===== config.mk =====
export PLATFORM = sky130hd
export DESIGN_NAME = forward_grant_ctrl
export DESIGN_NICKNAME = d
export VERILOG_FILES = /design/src/rtl/forward_pkg.sv /design/src/rtl/forward_rr_arbiter.sv /design/src/rtl/forward_grant_ctrl.sv
export SDC_FILE = /design/constraint.sdc
export NUM_CORES = 1
export LEC_CHECK = 0
export CELL_PAD_IN_SITES_DETAIL_PLACEMENT = 1
export CELL_PAD_IN_SITES_GLOBAL_PLACEMENT = 1
export CORE_ASPECT_RATIO = 0.75
export CORE_MARGIN = 2
export CORE_UTILIZATION = 44
export CTS_CLUSTER_DIAMETER = 80
export DETAILED_ROUTE_END_ITERATION = 16
export GPL_TIMING_DRIVEN = 0
export PLACE_DENSITY = 0.89
export SLEW_MARGIN = 15
export SYNTH_ARGS = -nofsm -noshare
export SYNTH_HDL_FRONTEND = slang
export SYNTH_SLANG_ARGS = --single-unit

===== constraint.sdc =====
create_clock -name i_clk -period 3.85 [get_ports i_clk]
set_input_delay 0.5775 -clock i_clk [delete_from_list [all_inputs] [get_ports i_clk]]
set_output_delay 0.5775 -clock i_clk [all_outputs]
set_load 0.05 [all_outputs]

===== src/rtl/forward_pkg.sv =====
// Shared constants, state encoding and saturating arithmetic for the forward grant controller.
package forward_pkg;

  localparam int unsigned ByteWDef      = 32;
  localparam int unsigned MaxPktByteDef = 1518;
  localparam int unsigned IdW           = 3;

  typedef logic [2:0] state_t;

  localparam state_t StIdle    = 3'd0;
  localparam state_t StResp    = 3'd1;
  localparam state_t StBudget  = 3'd2;
  localparam state_t StWaitFin = 3'd3;
  localparam state_t StRelease = 3'd4;

  // Adds two w-bit values (carried in 64-bit containers), clamping at the w-bit all-ones value.
  function automatic logic [63:0] sat_add(input logic [63:0] a, input logic [63:0] b,
                                          input int unsigned w);
    logic [64:0] sum;
    logic [63:0] max;
    max = (w >= 64) ? 64'hFFFF_FFFF_FFFF_FFFF : ((64'd1 << w) - 64'd1);
    sum = {1'b0, a} + {1'b0, b};
    if (sum > {1'b0, max}) begin
      return max;
    end
    return sum[63:0];
  endfunction

endpackage


===== src/rtl/forward_rr_arbiter.sv =====
// Combinational round-robin arbiter: first requester at or after ptr_i wins.
module forward_rr_arbiter
  import forward_pkg::*;
#(
  parameter int unsigned PORT_NUM = 4
) (
  input  logic [PORT_NUM-1:0] req_i,
  input  logic [IdW-1:0]      ptr_i,
  output logic [PORT_NUM-1:0] gnt_o,
  output logic [IdW-1:0]      idx_o,
  output logic                valid_o
);

  logic [7:0]   req_ext;
  logic [IdW:0] cand;

  always_comb begin
    req_ext = 8'(req_i);
    cand    = '0;
    idx_o   = '0;
    valid_o = 1'b0;
    for (int i = 0; i < int'(PORT_NUM); i++) begin
      cand = {1'b0, ptr_i} + 4'(i);
      if (cand >= 4'(PORT_NUM)) begin
        cand = cand - 4'(PORT_NUM);
      end
      if (!valid_o && req_ext[cand[IdW-1:0]]) begin
        valid_o = 1'b1;
        idx_o   = cand[IdW-1:0];
      end
    end
  end

  always_comb begin
    gnt_o = '0;
    for (int p = 0; p < int'(PORT_NUM); p++) begin
      if (valid_o && (idx_o == 3'(p))) begin
        gnt_o[p] = 1'b1;
      end
    end
  end

endmodule


===== src/rtl/forward_grant_ctrl.sv =====
// Forward request/response/finish responder: round-robin grant with cumulative byte budget.
// Optional forced release after TIMEOUT_CYC waiting cycles when FORWARD_TIMEOUT_EN is defined.
module forward_grant_ctrl
  import forward_pkg::*;
#(
  parameter int unsigned PORT_NUM     = 4,
  parameter int unsigned BYTE_W       = ByteWDef,
  parameter int unsigned MAX_PKT_BYTE = MaxPktByteDef,
  parameter int unsigned TIMEOUT_CYC  = 65535
) (
  input  logic                i_clk,
  input  logic                i_rst,
  input  logic [PORT_NUM-1:0] i_forward_req,
  output logic [PORT_NUM-1:0] o_forward_resp,
  input  logic [PORT_NUM-1:0] i_forward_finish,
  output logic [BYTE_W-1:0]   o_forward_byte,
  output logic [PORT_NUM-1:0] o_forward_byte_valid,
  input  logic                i_slot_valid,
  input  logic [BYTE_W-1:0]   i_slot_byte,
  output logic [2:0]          o_grant_id,
  output logic                o_busy,
  output logic                o_timeout
);

  localparam logic [BYTE_W-1:0] MinBudget = BYTE_W'(MAX_PKT_BYTE);

  state_t              state_q, state_d;
  logic [BYTE_W-1:0]   budget_q, budget_d, given_q, given_d;
  logic [BYTE_W-1:0]   budget_sum, given_sum, byte_q;
  logic [IdW-1:0]      grant_id_q, rr_ptr_q, arb_idx;
  logic [PORT_NUM-1:0] resp_q, byte_valid_q, fin_prev_q, grant_oh, fin_rise;
  logic                busy_q, timeout_q, arb_valid, fin_hit, tmo_hit;

  forward_rr_arbiter #(
    .PORT_NUM(PORT_NUM)
  ) u_arb (
    .req_i  (i_forward_req),
    .ptr_i  (rr_ptr_q),
    .gnt_o  (),
    .idx_o  (arb_idx),
    .valid_o(arb_valid)
  );

  assign grant_oh = PORT_NUM'(1) << grant_id_q;
  assign fin_rise = i_forward_finish & ~fin_prev_q;
  assign fin_hit  = (state_q == StWaitFin) && |(fin_rise & grant_oh);

`ifdef FORWARD_TIMEOUT_EN
  logic [15:0] tmo_cnt_q;

  always_ff @(posedge i_clk or negedge i_rst) begin
    if (!i_rst) begin
      tmo_cnt_q <= '0;
    end else if (state_q != StWaitFin) begin
      tmo_cnt_q <= '0;
    end else begin
      tmo_cnt_q <= tmo_cnt_q + 16'd1;
    end
  end

  // A finish edge in the same cycle wins: that is a normal release, not a timeout.
  assign tmo_hit = (state_q == StWaitFin) && !fin_hit && (tmo_cnt_q == 16'(TIMEOUT_CYC - 1));
`else
  assign tmo_hit = 1'b0;
`endif

  always_comb begin
    state_d = state_q;
    case (state_q)
      StIdle:    if (arb_valid && (budget_q >= MinBudget)) state_d = StResp;
      StResp:    state_d = StBudget;
      StBudget:  state_d = StWaitFin;
      StWaitFin: if (fin_hit || tmo_hit) state_d = StRelease;
      StRelease: state_d = StIdle;
      default:   state_d = StIdle;
    endcase
  end

  // Budget handed over in BUDGET; increments arriving while waiting extend the live grant only.
  always_comb begin
    budget_sum = BYTE_W'(sat_add(64'(budget_q), 64'(i_slot_byte), BYTE_W));
    given_sum  = BYTE_W'(sat_add(64'(given_q), 64'(i_slot_byte), BYTE_W));
    budget_d   = budget_q;
    given_d    = given_q;
    case (state_q)
      StBudget: begin
        budget_d = i_slot_valid ? i_slot_byte : '0;
        given_d  = budget_q;
      end
      StWaitFin: if (i_slot_valid) given_d = given_sum;
      StRelease: begin
        given_d = '0;
        if (i_slot_valid) budget_d = budget_sum;
      end
      default: if (i_slot_valid) budget_d = budget_sum;
    endcase
  end

  always_ff @(posedge i_clk or negedge i_rst) begin
    if (!i_rst) begin
      state_q      <= StIdle;
      budget_q     <= '0;
      given_q      <= '0;
      byte_q       <= '0;
      grant_id_q   <= '0;
      rr_ptr_q     <= '0;
      resp_q       <= '0;
      byte_valid_q <= '0;
      fin_prev_q   <= '0;
      busy_q       <= 1'b0;
      timeout_q    <= 1'b0;
    end else begin
      state_q      <= state_d;
      budget_q     <= budget_d;
      given_q      <= given_d;
      fin_prev_q   <= i_forward_finish;
      busy_q       <= (state_d != StIdle);
      timeout_q    <= tmo_hit;
      resp_q       <= '0;
      byte_valid_q <= '0;
      if ((state_q == StIdle) && (state_d == StResp)) begin
        grant_id_q <= arb_idx;
      end
      if (state_q == StResp) begin
        resp_q <= grant_oh;
      end
      if (state_q == StBudget) begin
        byte_q       <= budget_q;
        byte_valid_q <= grant_oh;
      end
      if ((state_q == StWaitFin) && i_slot_valid) begin
        byte_q       <= given_sum;
        byte_valid_q <= grant_oh;
      end
      if (state_q == StRelease) begin
        rr_ptr_q <= (grant_id_q == IdW'(PORT_NUM - 1)) ? '0 : grant_id_q + 3'd1;
      end
    end
  end

  assign o_forward_resp       = resp_q;
  assign o_forward_byte       = byte_q;
  assign o_forward_byte_valid = byte_valid_q;
  assign o_grant_id           = grant_id_q;
  assign o_busy               = busy_q;
  assign o_timeout            = timeout_q;

endmodule


### After elaboration in Yosys (flattened, before gate mapping)

Cells that the tools add are included.

| storage, ports and cells | value |
|---|---|
| input port bits | 43 |
| bits in registers | 118 |
| output and inout port bits | 45 |

| cells by class | value |
|---|---|
| reduce and logical (&&, ||, !) cells | 18 |
| add/subtract/negate cells | 10 |
| order comparisons | 11 |
| multiplexer cells | 40 |
| equality and inequality tests | 7 |
| bitwise operators | 4 |
| shift operators | 1 |

Operator list:

| operator | count |
|---|---|
| $mux 32 | 9 |
| $pmux 32 s3 | 1 |
| $add 32x32->33 | 2 |
| $gt 33x32->1 const B | 2 |
| $pmux 32 s2 | 1 |
| $mux 3 | 11 |
| $ge 32x11->1 const B | 1 |
| $lt 3x4->1 const B | 4 |
| $bmux 1 s3 | 4 |
| $ge 4x3->1 const B | 3 |
| $mux 4 | 3 |
| $pmux 3 s4 | 1 |
| $sub 3x3->3 const B | 4 |
| $mux 1 | 10 |
| $eq 3x2->1 const B | 3 |
| $add 3x2->4 const B | 2 |
| $and 4x4->4 | 2 |
| $logic_and 1x1->1 | 7 |
| $eq 3x1->1 const B | 2 |
| $reduce_bool 3->1 | 2 |
| $add 3x1->4 const B | 1 |
| $not 4->4 | 1 |
| $reduce_and 2->1 | 2 |
| $reduce_bool 2->1 | 2 |
| 9 further kinds | 11 |

### Logic depth before layout (Yosys ltp)

Gate-level depths: netlist (run 1).

| depth | value |
|---|---|
| word-level depth | 19 |
| depth in mapped cells | 13 |
| depth with buffers taken out | 11 |

### Cells and area by module

Synthesis (run 1) repeated with hierarchy kept, for this count alone.

| second synthesis, totals | value |
|---|---|
| cells, all modules | 1,047 |
| area, all modules | 9,241.4 sq um |

Modules (own cells, without submodules):

| module | sequential area each (sq um) | cells each | times used | area each (sq um) |
|---|---|---|---|---|
| forward_grant_ctrl | 2,952.8 | 995 | 1 | 8,849.7 |
| forward_rr_arbiter | 0.0 | 52 | 1 | 391.6 |

### Worst setup path before layout (run 1)

Ideal clock, no wire load.

| timing | value |
|---|---|
| path kind | input to register |
| start point | input i_slot_byte[7] |
| end point | register given_q[26] |
| setup time | 128 ps |
| arrival | 2,787 ps |
| slack | 935 ps |
| required time | 3,722 ps |
| stages on the path | 10 |
| cells stage by stage | ha_1 > nand2_1 > or4b_4 > o21ai_4 > o21ai_2 > a2111oi_2 > o21bai_1 > buf_2 > o41ai_2 > a21oi_1 |

| on the way | value |
|---|---|
| cells in the longest elaborated chain, start to end | 6 |

RTL lines:

| what | RTL line | text |
|---|---|---|
| start, declared | forward_grant_ctrl.sv:19 | `input logic [BYTE_W-1:0] i_slot_byte,` |
| $add 32x32->33 (*) | forward_pkg.sv:22 | `sum = {1'b0, a} + {1'b0, b};` |
| $gt 33x32->1 | forward_pkg.sv:23 | `if (sum > {1'b0, max}) begin` |
| $mux 1 | forward_pkg.sv:23 |  |
| $mux 32 (*) | forward_pkg.sv:26 | `return sum[63:0];` |
| $mux 32 (*) | forward_grant_ctrl.sv:90 | `StWaitFin: if (i_slot_valid) given_d = given_sum;` |
| $pmux 32 s3 (*) | forward_grant_ctrl.sv:85 | `case (state_q)` |
| end signal, assigned | forward_grant_ctrl.sv:115 | `given_q <= given_d;` |
| end, declared | forward_grant_ctrl.sv:28 | `logic [BYTE_W-1:0] budget_q, budget_d, given_q, given_d;` |

Mark *: on every way between the ends. The rest lies on a longest branch, timed or not. The select of a mux whose other input is x is not followed.
A chain may end at the register's enable or synchronous reset.

### Worst setup path in the final report (run 1)

| timing | value |
|---|---|
| start point | input i_slot_byte[11] |
| end point | register given_q[22] |

Same word-level chain as after synthesis.

==> flow_summary.ini, run 1 <==
[cts]
htreeDepth = 4
cts_made_buffers = 17
root_buffer = clkbuf_16
cts_sinks = 118
cts_tree = yes
clk_pin_slew_ps = 60
clockBufferDepth = 2
clkLatencyLatePin_ps = 430

[sta]
fin_setup_tns_ps = 0
skew_ps = 13.44
hold_viol_final = 0
setup_viol = 0
slew_violations = 0
grt_setup_unrepaired = no
layout_setup_ws_ps = 68.84
period_minus_slack_ps = 3781
post-route-period-util_pct = 98.21
tightest_slew_ps = 891.2
clock.fmax_mhz = 264.5
slew_headroom_pct = 40.59

[logic_synthesis]
synth-seq-cells = 118
synth_area_leaders = dfrtp_1 (32%), ha_1 (9.5%), a21oi_1 (6.7%), o21ai_0 (4.5%), nand2_1 (4.0%)
synth_top_family_by_area = compound AO/OA/AOI/OAI gates
synth_compound_area_share_pct = 30.82
synth_simple_gate_area_share_pct = 17.04
ys_warn_count = 0
synth_adder_area_share_pct = 9.986
synth_top_flop_cell = dfrtp_1
synth_edf_count = 0
ys_seq_area_share_pct = 32.20
yosys.area.top_type = dfrtp_1
synth_nets = 1217
syn_area_mm2 = 0.009171
synth_top_area_share_pct = 32.20
synth_cells = 1102
muxShareOfSynthArea_pct = 1.037
avgSynthCellArea_um2 = 8.322
async_flop_share_pct = 100.0
synth-xor-area-share_pct = 4.679
yosys.cell_types.count = 78

[routing]
drc = 0
totalWireLength_um = 39100
dr.pass1.iters = 6
antenna_left = 0
wire_per_inst_um = 26.02
dr_total_vias = 10170
drt-vias-per-instance = 6.763
drtIter0Drc = 1173

[critical_path]
path_class = input pin to flip-flop
critPathBufInv = 4
critPathCaptureType = flip-flop
r2r-start = budget_q[5]$_DFFE_PN0P_
required_ps = 4200
cpMaxStageDelayCell = clkdlybuf4s50_1
reg2regPathDepth = 10
crit_family = buffers and inverters
critPathMaxStageDelay_ps = 600
arrival_ps = 4130
crit_chain = clkdlybuf4s50_1 > ha_1 > clkbuf_1 > nand4_1 > or3_1 > o21ai_4 > a2111oi_2 > o21bai_1 > buf_4 > clkbuf_4 > o21ai_0 > a21oi_1
worstSetupStartpointType = input pin
r2r_slack_ps = 440
cp_max_fo = 10
r2r_end = budget_q[10]$_DFFE_PN0P_

[placement]
gp_routability_congestion = 0.9364
post-place-ws_ps = -378.7
dp_hpwl_um = 28820
dp_cells = 1470
portBuffers = 85

[die]
start_util_pct = 45.12
die_x_um = 170.7
placementRows = 45
fp.dieArea_mm2 = 0.02203
coreArea_mm2 = 0.02033
die_h_um = 129.0
io_pins = 88

[grt]
grt_max_degree = 66
antenna_found_initial = 0
gr-total-overflow = 0
grt_pass1_wl_um = 58950
grt.total_usage_pct = 35.34
grt_pass1_vias = 10100

[final_layout]
final_layout_size_suffix_gt1_share_pct = 6.143
n_antenna_cell = 0
instances_no_fill = 1503
layout_common_cells = a21oi_1 (118), dfrtp_1 (118), nand2_1 (98), nor2_1 (88), clkdlybuf4s50_1 (84)
syn_to_final_growth_pct = 20.42
nets = 1324

[job]
drv_cap = 0

[min_path]
hp-class = input pin to async pin

[status]
outcome = complete, no violations
==> synth_stat cells (5+ instances only) <==
master and count:
o21bai_1 12, nor2b_1 8, a21oi_1 122, and2_1 11
a31oi_1 38, nand4_1 18, xnor2_1 32, o21a_1 7
nor2_1 88, nand2_1 98, a221oi_1 9, and3_1 7
dfrtp_1 118, mux2i_1 5, nand3_1 29, a22oi_1 26
ha_1 70, clkbuf_1 49, o221ai_1 7, or3_1 10
nor4_1 7, buf_2 7, a22o_1 5, xor2_1 17
inv_1 34, o21ai_1 9, a21o_1 28, nor3_1 14
nand2b_1 11, a222oi_1 7, a211oi_1 7, o21ai_0 82
o211ai_1 9, a221o_1 17
==> cell type report <==
type                            instances  area (um^2)
Buffer                                 63        260.3
Clock buffer                           19        442.9
Clock inverter                         12        128.9
Fill cell                            2446         9281
Inverter                               35        131.4
Multi-Input combinational cell        886         5881
Sequential cell                       118         2953
Tap cell                              282        352.8
Timing Repair Buffer                   88        894.6
==> repair_timing <==
| item | CTS | global route |
|---|---|---|
| resized for setup | 1 | 12 |
| buffers inserted | 0 | 2 |
| hold buffers | 0 | 0 |
| pin swaps | 0 | 1 |
| setup endpoints to repair | 2 | 50 |
==> routing by layer <==
layer	wire, um	vias up	share of wire (%)	GRT usage [%]
met5	0	-	0	0
met4	1465	0	3.7	14.43
met3	4255	104	11	7.208
met2	17120	638	44	54.18
met1	16270	5050	42	49.06
li1	-	4373	-	-
==> worst max path at each step <==
stage	startpoint	endpoint	slack, ps	depth (start not counted)
after floorplan	i_slot_byte[7]	given_q[26]$_DFFE_PN0P_	930	10
after global placement	i_rst	budget_q[6]$_DFFE_PN0P_	-2620	1
after detailed placement	i_slot_byte[0]	given_q[22]$_DFFE_PN0P_	-380	14
after CTS	i_slot_byte[0]	given_q[22]$_DFFE_PN0P_	60	14
after global routing	i_slot_byte[0]	given_q[22]$_DFFE_PN0P_	10	14
final	i_slot_byte[11]	given_q[22]$_DFFE_PN0P_	70	12
==> flip-flops by register name (all words and copies together), names as in the netlist <==
signal                flops
o_grant_id                3
o_forward_resp            4
o_forward_byte_valid      4
fin_prev_q                4
o_busy                    1
state_q                   3
budget_q                 32
o_forward_byte           32
given_q                  32
rr_ptr_q                  3
==> metrics by stage <==
stage | util, % | hold WS, ps | area [um^2]
floorplan | - | 281.9 | 9171
global placement | 51.04 | 473.4 | 10380
detailed placement | 51.19 | 488.8 | 10400
CTS | 54.04 | 133.5 | 10980
global route | 54.34 | 156.6 | 11040
finish | 54.34 | 113.3 | 11040
==> logic make-up (layout without fill, tap and decap cells) <==
logic type | Yosys count | count (layout)
other | 1 | 1
buffers and inverters | 98 | 217
xor gates and xnor gates | 49 | 49
DFF | 118 | 118
AOI/OAI and AO/OA | 430 | 430
muxes | 8 | 8
and+or+nand+nor | 326 | 326
adders and majority gates | 72 | 72
Power of run 1 is not shown: default switching activity piles up to over one toggle a cycle in this logic, so the estimate is an artifact.
==> run 2: changes to the inputs <==
--- a/config.mk
+++ b/config.mk
@@ -5,12 +5,14 @@
 export SDC_FILE = /design/constraint.sdc
 export NUM_CORES = 1
 export LEC_CHECK = 0
+export CAP_MARGIN = 5
 export CELL_PAD_IN_SITES_DETAIL_PLACEMENT = 1
 export CELL_PAD_IN_SITES_GLOBAL_PLACEMENT = 1
 export CORE_ASPECT_RATIO = 0.75
 export CORE_MARGIN = 2
 export CORE_UTILIZATION = 44
 export CTS_CLUSTER_DIAMETER = 80
+export CTS_CLUSTER_SIZE = 10
 export DETAILED_ROUTE_END_ITERATION = 16
 export GPL_TIMING_DRIVEN = 0
 export PLACE_DENSITY = 0.89
==> results of run 2 <==
Same layout as run 1: the final DEF is identical, and so are final timing and power.
Power of run 2 is left out for the same reason.
==> run 3: changes to the inputs <==
--- a/config.mk
+++ b/config.mk
@@ -10,12 +10,13 @@
 export CELL_PAD_IN_SITES_GLOBAL_PLACEMENT = 1
 export CORE_ASPECT_RATIO = 0.75
 export CORE_MARGIN = 2
-export CORE_UTILIZATION = 44
+export CORE_UTILIZATION = 40
 export CTS_CLUSTER_DIAMETER = 80
 export CTS_CLUSTER_SIZE = 10
 export DETAILED_ROUTE_END_ITERATION = 16
 export GPL_TIMING_DRIVEN = 0
-export PLACE_DENSITY = 0.89
+export PLACE_DENSITY = 0.86
+export SKIP_LAST_GASP = 1
 export SLEW_MARGIN = 15
 export SYNTH_ARGS = -nofsm -noshare
 export SYNTH_HDL_FRONTEND = slang
==> constraint.sdc (replaced) <==
create_clock -name i_clk -period 3.4 [get_ports i_clk]
set_input_delay 0.51 -clock i_clk [delete_from_list [all_inputs] [get_ports i_clk]]
set_output_delay 0.51 -clock i_clk [all_outputs]
set_load 0.05 [all_outputs]
==> run 3 against run 2 <==
Net effect:
- sequential cell count stayed put
- setup slack worse by 25 ps
- sequential share of layout area is 0.64 points lower
==> flow_summary.ini, run 3 (same netlist as run 1, synthesis figures left out) <==
[grt]
grt.total_usage_pct = 31.96
grt_pass1_vias = 9910
gr-total-overflow = 0
grt_pass1_wl_um = 58050
grt_max_degree = 65
antenna_found_initial = 0

[die]
fp.dieArea_mm2 = 0.02417
coreArea_mm2 = 0.02229
io_pins = 88
placementRows = 47
die_h_um = 135.1
die_x_um = 178.8
start_util_pct = 41.15

[placement]
gp_routability_congestion = 0.9369
dp_hpwl_um = 28480
dp_cells = 1482
portBuffers = 85

[routing]
antenna_left = 0
drt-vias-per-instance = 6.611
totalWireLength_um = 38520
wire_per_inst_um = 25.34
dr_total_vias = 10050
drc = 0
dr.pass1.iters = 8
drtIter0Drc = 1115

[sta]
period_minus_slack_ps = 3357
clock.fmax_mhz = 297.9
post-route-period-util_pct = 98.72
fin_setup_tns_ps = 0
skew_ps = 13.96
grt_setup_unrepaired = yes
tightest_slew_ps = 860.0
slew_violations = 0
slew_headroom_pct = 42.67
setup_viol = 0
hold_viol_final = 0

[final_layout]
final_common_cell = dfrtp_1
nets = 1328
layout_common_cells = dfrtp_1 (117), a21oi_1 (116), nand2_1 (98), nor2_1 (87)
instances_no_fill = 1520
syn_to_final_growth_pct = 23.41
n_antenna_cell = 0
final_layout_size_suffix_gt1_share_pct = 8.320

[cts]
clk_pin_slew_ps = 50
root_buffer = clkbuf_16
htreeDepth = 4
clkLatencyLatePin_ps = 440
cts_made_buffers = 17
cts_tree = yes
hold_buffers = 0
clockBufferDepth = 2
cts_sinks = 118

[critical_path]
crit_family = compound AO/OA/AOI/OAI gates
required_ps = 3760
crit_chain = clkdlybuf4s50_1 > inv_1 > fa_1 > nor2b_2 > o31a_1 > o21ai_4 > o21ai_4 > a2111oi_4 > o21bai_2 > buf_6 > buf_4 > o21ai_0 > a21oi_1
arrival_ps = 3710
critPathMaxStageDelay_ps = 640
worstSetupStartpointType = input pin
critPathCaptureType = flip-flop
path_class = input pin to flip-flop
cpMaxStageDelayCell = clkdlybuf4s50_1
cp_max_fo = 10
crit_top_cell = o21ai_4
critPathBufInv = 4

[min_path]
hp-class = input pin to async pin

[status]
outcome = complete, no violations

[job]
drv_cap = 0
==> run 3: cell count changes in the layout (fill, tap and decap cells not counted), sizes merged <==
cell	change
clkdlybuf4s50	-4
inv	-1
dlymetal6s2s	+2
clkbuf	-3
bufinv	+2
dlygate4sd2	+2
clkinvlp	+1
clkinv	-1
buf	+7
==> run 3: timing repair <==
action,in CTS,in global routing
pin swaps,2,7
setup buffers,1,8
gates cloned,0,0
setup endpoints to repair,73,71
resized for setup,20,30
==> run 3: layout make-up <==
| cell class | count | area, um^2 |
|---|---|---|
| clock buffers | 19 | 442.9 |
| well taps | 294 | 367.9 |
| multi-input cells | 886 | 6003 |
| plain buffers | 60 | 262.8 |
| fillers | 2687 | 10970 |
| inverters | 35 | 133.9 |
| repair buffers | 95 | 974.7 |
| flip-flops and latches | 118 | 2954 |
| clock inverters | 13 | 178.9 |
==> run 3: final timing paths <==
| kind | cells after the start | slack, ps | endpoint | startpoint |
|---|---|---|---|---|
| setup / recovery | 13 | 40 | given_q[22]$_DFFE_PN0P_ | i_slot_byte[1] |
| hold / removal | 1 | 50 | o_forward_byte[22]$_DFFE_PN0P_ | i_rst |
| setup reg to reg | 7 | 70 | budget_q[0]$_DFFE_PN0P_ | state_q[0]$_DFF_PN0_ |
| hold reg to reg | 2 | 490 | given_q[19]$_DFFE_PN0P_ | given_q[19]$_DFFE_PN0P_ |
| max in group asynchronous | 2 | 2620 | budget_q[11]$_DFFE_PN0P_ | i_rst |
| min in group i_clk | 3 | 480 | budget_q[7]$_DFFE_PN0P_ | i_slot_byte[7] |
==> run 3: worst register-to-register path: stages, from the launching register on <==
cell and delay, ps:
dfrtp_1 440, clkbuf_1 480, nor2_1 250, a21oi_2 600, nand2_1 380, nand2_1 290, buf_1 490, a31oi_1 240
==> run 3: through the flow <==
step	cell area [um^2]	worst slack (ps)	util (%)	hold WS, ps
2_1_floorplan	9171	552.1	-	214.4
3_3_place_gp	10390	-3106	46.62	472.3
3_5_place_dp	10420	-773.9	46.75	478.2
4_1_cts	11130	-48.33	49.94	66.63
5_1_grt	11320	-36.61	50.78	81.67
6_report	11320	43.47	50.78	50.89
==> run 3: metal layers <==
metal | share of wire, % | global-route usage, %
met1 | 43 | 45.00
met2 | 44 | 47.46
met3 | 9.9 | 7.071
met4 | 3.5 | 12.96
met5 | 0 | 0
Power of run 3 is left out for the same reason.
